**config.mk**
```make
export PLATFORM = sky130hd
export DESIGN_NAME = dm_port_arbiter
export DESIGN_NICKNAME = d
export VERILOG_FILES = /design/src/rtl/dm_port_arbiter.sv
export SDC_FILE = /design/constraint.sdc
export NUM_CORES = 1
export LEC_CHECK = 0
export ABC_AREA = 1
export CAP_MARGIN = 5
export CORE_AREA = 2 2 92 94
export DETAILED_ROUTE_END_ITERATION = 8
export DIE_AREA = 0 0 94 96
export PLACE_DENSITY = 0.73
export SETUP_SLACK_MARGIN = 0.5
export SYNTH_ARGS = -nofsm -noshare
export SYNTH_HDL_FRONTEND = slang
export SYNTH_SLANG_ARGS = --single-unit
```
**constraint.sdc**
```tcl
create_clock -name clk -period 1.4 [get_ports clk]
set_input_delay 0.28 -clock clk [delete_from_list [all_inputs] [get_ports clk]]
set_output_delay 0.28 -clock clk [all_outputs]
set_load 0.05 [all_outputs]
```
**src/rtl/dm_port_arbiter.sv**
```systemverilog
// Data-memory port arbiter: the CPU (MA stage) has fixed priority over an
// external/debug requester, a starvation counter gives the external side a
// slot after StarveLimit lost cycles, and read data returns one cycle after
// the grant, steered to the requester that issued the read.
module dm_port_arbiter #(
  parameter int unsigned AddrBits    = 10,
  parameter int unsigned StarveLimit = 4
) (
  input  logic                clk,
  input  logic                rst_n,
  input  logic                en,
  // CPU (MA stage) side
  input  logic                cpu_req,
  input  logic                cpu_we,
  input  logic [AddrBits-1:0] cpu_addr,
  input  logic [31:0]         cpu_wdata,
  output logic                cpu_stall,
  output logic                cpu_rvalid,
  output logic [31:0]         cpu_rdata,
  // External / debug side
  input  logic                ext_req,
  input  logic                ext_we,
  input  logic [AddrBits-1:0] ext_addr,
  input  logic [31:0]         ext_wdata,
  output logic                ext_gnt,
  output logic                ext_rvalid,
  output logic [31:0]         ext_rdata,
  // Memory port
  output logic                mem_en,
  output logic                mem_we,
  output logic [AddrBits-1:0] mem_addr,
  output logic [31:0]         mem_wdata,
  input  logic [31:0]         mem_rdata
);

  localparam logic [3:0] StarveMax = 4'(StarveLimit);

  typedef enum logic [1:0] {
    OwnNone = 2'd0,
    OwnCpu  = 2'd1,
    OwnExt  = 2'd2
  } rd_owner_e;

  rd_owner_e  rd_owner_q, rd_owner_d;
  logic [3:0] starve_cnt_q, starve_cnt_d;
  logic       gnt_cpu, gnt_ext;

  // Grant decision and memory-port mux; nothing is granted while disabled.
  always_comb begin
    gnt_ext   = en && ext_req && (!cpu_req || (starve_cnt_q == StarveMax));
    gnt_cpu   = en && cpu_req && !gnt_ext;
    cpu_stall = cpu_req && !gnt_cpu;
    ext_gnt   = gnt_ext;
    mem_en    = gnt_cpu || gnt_ext;
    mem_we    = 1'b0;
    mem_addr  = '0;
    mem_wdata = '0;
    if (gnt_cpu) begin
      mem_we    = cpu_we;
      mem_addr  = cpu_addr;
      mem_wdata = cpu_wdata;
    end else if (gnt_ext) begin
      mem_we    = ext_we;
      mem_addr  = ext_addr;
      mem_wdata = ext_wdata;
    end
  end

  // Starvation counter next state: counts CPU wins while ext waits, saturating.
  always_comb begin
    starve_cnt_d = starve_cnt_q;
    if (en) begin
      if (gnt_ext || !ext_req) begin
        starve_cnt_d = '0;
      end else if (gnt_cpu && (starve_cnt_q != StarveMax)) begin
        starve_cnt_d = starve_cnt_q + 4'd1;
      end
    end
  end

  // Read-return owner next state and the steered read-data outputs.
  always_comb begin
    rd_owner_d = rd_owner_q;
    if (en) begin
      rd_owner_d = OwnNone;
      if (gnt_cpu && !cpu_we) begin
        rd_owner_d = OwnCpu;
      end else if (gnt_ext && !ext_we) begin
        rd_owner_d = OwnExt;
      end
    end
    cpu_rvalid = (rd_owner_q == OwnCpu);
    ext_rvalid = (rd_owner_q == OwnExt);
    cpu_rdata  = cpu_rvalid ? mem_rdata : 32'h0;
    ext_rdata  = ext_rvalid ? mem_rdata : 32'h0;
  end

  // State registers; reset drops any read in flight.
  always_ff @(posedge clk or negedge rst_n) begin
    if (!rst_n) begin
      rd_owner_q   <= OwnNone;
      starve_cnt_q <= '0;
    end else begin
      rd_owner_q   <= rd_owner_d;
      starve_cnt_q <= starve_cnt_d;
    end
  end

endmodule

```
# Word level (Yosys, flattened, before mapping)

Cells that the tools add are included.

Add/sub/neg operators: 1
Equality and inequality tests: 4
Mux-type cells: 12
Reductions and logical operators: 19

Operators with widths:

| cell                  | count |
|---|---|
| $mux W32              | 4 |
| $mux W10              | 2 |
| $logic_and A1 B1 Y1   | 8 |
| $mux W4               | 2 |
| $logic_not A1 Y1      | 6 |
| $add A4 B1 Y4 const B | 1 |
| $eq A4 B3 Y1 const B  | 1 |
| $mux W2               | 2 |
| $ne A4 B3 Y1 const B  | 1 |
| $logic_or A1 B1 Y1    | 3 |
| $eq A2 B1 Y1 const B  | 1 |
| $eq A2 B2 Y1 const B  | 1 |
| $mux W1               | 2 |
| $reduce_and A2 Y1     | 1 |
| $reduce_bool A2 Y1    | 1 |

Flip-flop bits (word level): 6
Bits of input ports: 123
Output and inout bits: 112
Logic and storage cells: 38

# Longest topological paths before layout

Depth after elaboration: 8
Mapped depth: 9
Gate-level depth less buffers: 7

# Worst setup path before layout

No wires, ideal clock.

Path kind: register to output
From: register rd_owner_q[0]
To: output ext_rdata[10]
Arrival time: 2.182 ns
Data required time: 1.120 ns
Setup slack: -1.062 ns
Cell stages (with the launch flop): 5
Buffers on the path: 1
Cells stage by stage: dfrtp_1 -> nor2_1 -> inv_1 -> clkbuf_1 -> nor2_1

Word-level cells in the longest chain between the ends: 2

Ends and longest elaborated chain:

| element                | line | source |
|---|---|---|
| from (decl)            | 44   | `rd_owner_e rd_owner_q, rd_owner_d;` |
| from (signal assigned) | 101  | `rd_owner_q <= OwnNone;` |
| from (signal assigned) | 104  | `rd_owner_q <= rd_owner_d;` |
| $eq A2 B2 Y1           | 93   | `ext_rvalid = (rd_owner_q == OwnExt);` |
| net ext_rvalid         | 26   | `output logic ext_rvalid,` |
| $mux W32               | 95   | `ext_rdata = ext_rvalid ? mem_rdata : 32'h0;` |
| to (decl)              | 27   | `output logic [31:0] ext_rdata,` |

The timed path passes the listed nets, and every way through them passes these cells.

# Worst setup path after layout

From: register starve_cnt_q[1]
To: output mem_addr[9]

Word-level cells in the longest chain between the ends: 6
Elaborated cells between the ends (all ways): 7
Classes of those cells: eq/ne: 1; mux: 2; reduce/logical: 4

Ends and longest elaborated chain:

| element                | line | source |
|---|---|---|
| from (decl)            | 45   | `logic [3:0] starve_cnt_q, starve_cnt_d;` |
| from (signal assigned) | 105  | `starve_cnt_q <= starve_cnt_d;` |
| $eq A4 B3 Y1 *         | 50   | `gnt_ext = en && ext_req && (!cpu_req \|\| (starve_cnt_q == StarveMax));` |
| $logic_or A1 B1 Y1 *   | 50   |  |
| $logic_and A1 B1 Y1 *  | 50   |  |
| $logic_not A1 Y1       | 51   | `gnt_cpu = en && cpu_req && !gnt_ext;` |
| $logic_and A1 B1 Y1    | 51   |  |
| $mux W10 *             | 58   | `if (gnt_cpu) begin` |
| to (decl)              | 31   | `output logic [AddrBits-1:0] mem_addr,` |

Every way passes the cells marked *; elsewhere a longest branch is shown, timed or not.

==> metrics.txt <==
area delta synth->final=330%; gr usage total=0.260; average size of a mapped cell=approximately 5.4 µm²; Req. time, crit path=approximately 1100 ps; final setup violation count=~110; Clock Skew=slightly above 3 ps; Worst Hold Class=primary input to async pin; via count=3191; CP arrival=approximately 1600 ps; # nets final=just under 700; clk_lat worst skew=220 ps; area leader, netlist=nand3_2; clock slew at reported path FFs=around 40 ps; via-per-instance ratio=4.73; Psw=1610 µW; Detail Route Antenna Nets=0; first-pass GRT wire length=18.2 mm; DRC Markers=0; layout cell share with drive strength beyond 1=0.670; initial antenna violation count=0; final number of hold-violating endpoints=0; design area=slightly below 7000 µm²; Synthesized Nets=approximately 430; max_slew headroom=0.817; post-synthesis sequential area ratio=0.0932; Yosys Warn Count=0; Final min period=just under 2000 ps; largest net degree at the start of global routing=23; CTS Buf Count=3; clk root buf=clkbuf_8; Min Hold Slack=about 310 ps; Top FF cell, synth=dfrtp_1; initial drt markers=47; Critical Path Start Type=flop; Peak VDD IR=0.327 mV; IO buf count=roughly 230; vias in the first global route=around 3.5k; Placed Area=~5400 µm²; EDFF count, synth=0; Routed WL=approximately 13 mm; RSZ-0062 raised after global routing=yes; R2R Setup Slk=-10 ps; register area=about 150 µm²; WS Path Type=flop to primary output; pwr/cell area=between 400 and 500 nW/µm²; Gate power share=0.861; synthesized instance count=300; clk sinks=6; io pins=235; outcome=finished with violations; detail-routed net length per standard cell=slightly below 20 µm; htree depth=1; synth top area cells=nand3_2, nand3_1, nor2_1, nand2_1, inv_1; Fill cells=380; Pleak=0.00279 µW; PnR worst setup slack=-525 ps; die height=96 µm; critical path endpoint category=primary output; Syn Std Cell Area=between 1500 and 2000 µm²; switching portion of total power=0.478; TritonCTS clock tree=built; Die Area=around 9000 µm²; Yosys top cell area share=0.193; DR pass1 iterations=4; Placeable Area=between 8000 and 9000 µm²; clk buf depth=2; most frequent cell after synthesis=nor2_1; total of max-cap violations=0; register share of total power=0.065; FF+latch count, synth=6; Netlist cell types=20; Ant. Diodes=0; global placement routability congestion=0.732; final period utilization=1.37; fmax=between 500 and 600 MHz; HPWL Detailed=8.09 mm; asr flop ratio synth=1.00; Worst-Margin Slew=274 ps; Clk pwr share=0.074; Starting Density=0.200; Pins Over Slew Limit=0; grt total ovfl=0; Internal=approximately 1800 µW; commonest cells in the netlist=nor2_1, nand3_1, nand2_1, inv_1, nand3_2; failing checks=negative setup slack; row count=33; chip width=94 µm; area occupied by multi-input gates=~2500 µm²; crit-path max FO=22
-- cells by family (layout without fill, tap and decap cells) --
| logic type | after synthesis | count (layout) | share of synthesized area |
|---|---|---|---|
| buffers and inverters | 71 | 340 | 0.196 |
| AND/OR/NAND/NOR | 215 | 215 | 0.672 |
| AO/OA/AOI/OAI | 5 | 5 | 0.0179 |
| flip-flops | 6 | 6 | 0.0932 |
| XOR/XNOR | 1 | 1 | 0.00544 |
| adder cells (fa/ha/maj) | 2 | 2 | 0.0155 |
-- state kept, by name (all words and copies together) (netlist names) --
signal	cells
starve_cnt_q	4
rd_owner_q	2
-- power groups by stage --
| stage | combinational [µW] | sequential, µW | clock, µW |
|---|---|---|---|
| after floorplan | 1280 | 219 | 0 |
| after global placement | 2200 | 215 | 0 |
| after detailed placement | 2240 | 218 | 0 |
| after CTS | 2720 | 218 | 254 |
| after global routing | 3020 | 219 | 275 |
| final | 2900 | 218 | 249 |
-- final timing paths --
| check | cells past startpoint | startpoint | to |
|---|---|---|---|
| setup reg to reg | 10 | starve_cnt_q[1] | starve_cnt_q[3] |
| max in group asynchronous | 1 | rst_n | rd_owner_q[0] |
| min in group clk | 5 | ext_req | starve_cnt_q[2] |
| hold reg to reg | 3 | starve_cnt_q[3] | starve_cnt_q[3] |
| setup / recovery | 8 | starve_cnt_q[1] | mem_addr[9] |
| hold / removal | 1 | rst_n | starve_cnt_q[2] |
-- through the flow --
step / setup TNS [ps] / setup slack, ps / utilization / power [µW] / std cells
finish: -36170 / -525 / 0.860 / 3360 / 674
global route: -43440 / -584 / 0.860 / 3510 / 674
CTS: -33810 / -515 / 0.813 / 3190 / 665
detailed placement: -32570 / -732 / 0.668 / 2460 / 641
global placement: -29980 / -684 / 0.668 / 2420 / 641
floorplan: -17620 / -221 / - / 1490 / 300
-- critical path: stages, from the launching register on --
cell,delay (ps)
dfrtp_1,380
inv_2,80
ha_4,140
nand3_4,90
nand2_8,110
buf_12,190
nand3_1,160
nand2_4,100
buf_6,160
-- placed cells by master, fill, tap and decap left out, drive strengths merged --
master,instances
buf,168
clkdlybuf4s50,119
nand3,90
nor2,67
nand2,57
inv,45
dfrtp,6
clkbuf,6
o21ai,2
ha,2
clkinvlp,1
clkinv,1
a21boi,1
xnor2,1
o22ai,1
a21oi,1
nand4,1
-- repair_timing --
| action | 4_1_cts | 5_1_grt |
|---|---|---|
| pin swaps | 11 | 17 |
| cloned | 9 | 3 |
| endpoints found under the setup margin | 118 | 118 |
| buffers inserted | 12 | 6 |
| resized for setup | 207 | 51 |
| hold buffers | 0 | 0 |
| hold endpoints to repair | 0 | 0 |
-- final cells by class --
class	count	area share
timing repair buffer	290	0.559
inverter	47	0.0278
clock buffer	3	0.00596
multi-input combinational	223	0.367
sequential	6	0.0219
tap	105	0.0190
-- routing by layer --
metal	vias to the layer above	share of wire	global-route usage	wire length, µm
li1	1489	-	-	-
met1	1486	0.32	0.246	4180
met2	183	0.57	0.505	7510
met3	33	0.083	0.0807	1100
met4	0	0.035	0.124	457
met5	-	0	0	0
Power figures use the tool's default switching activity.
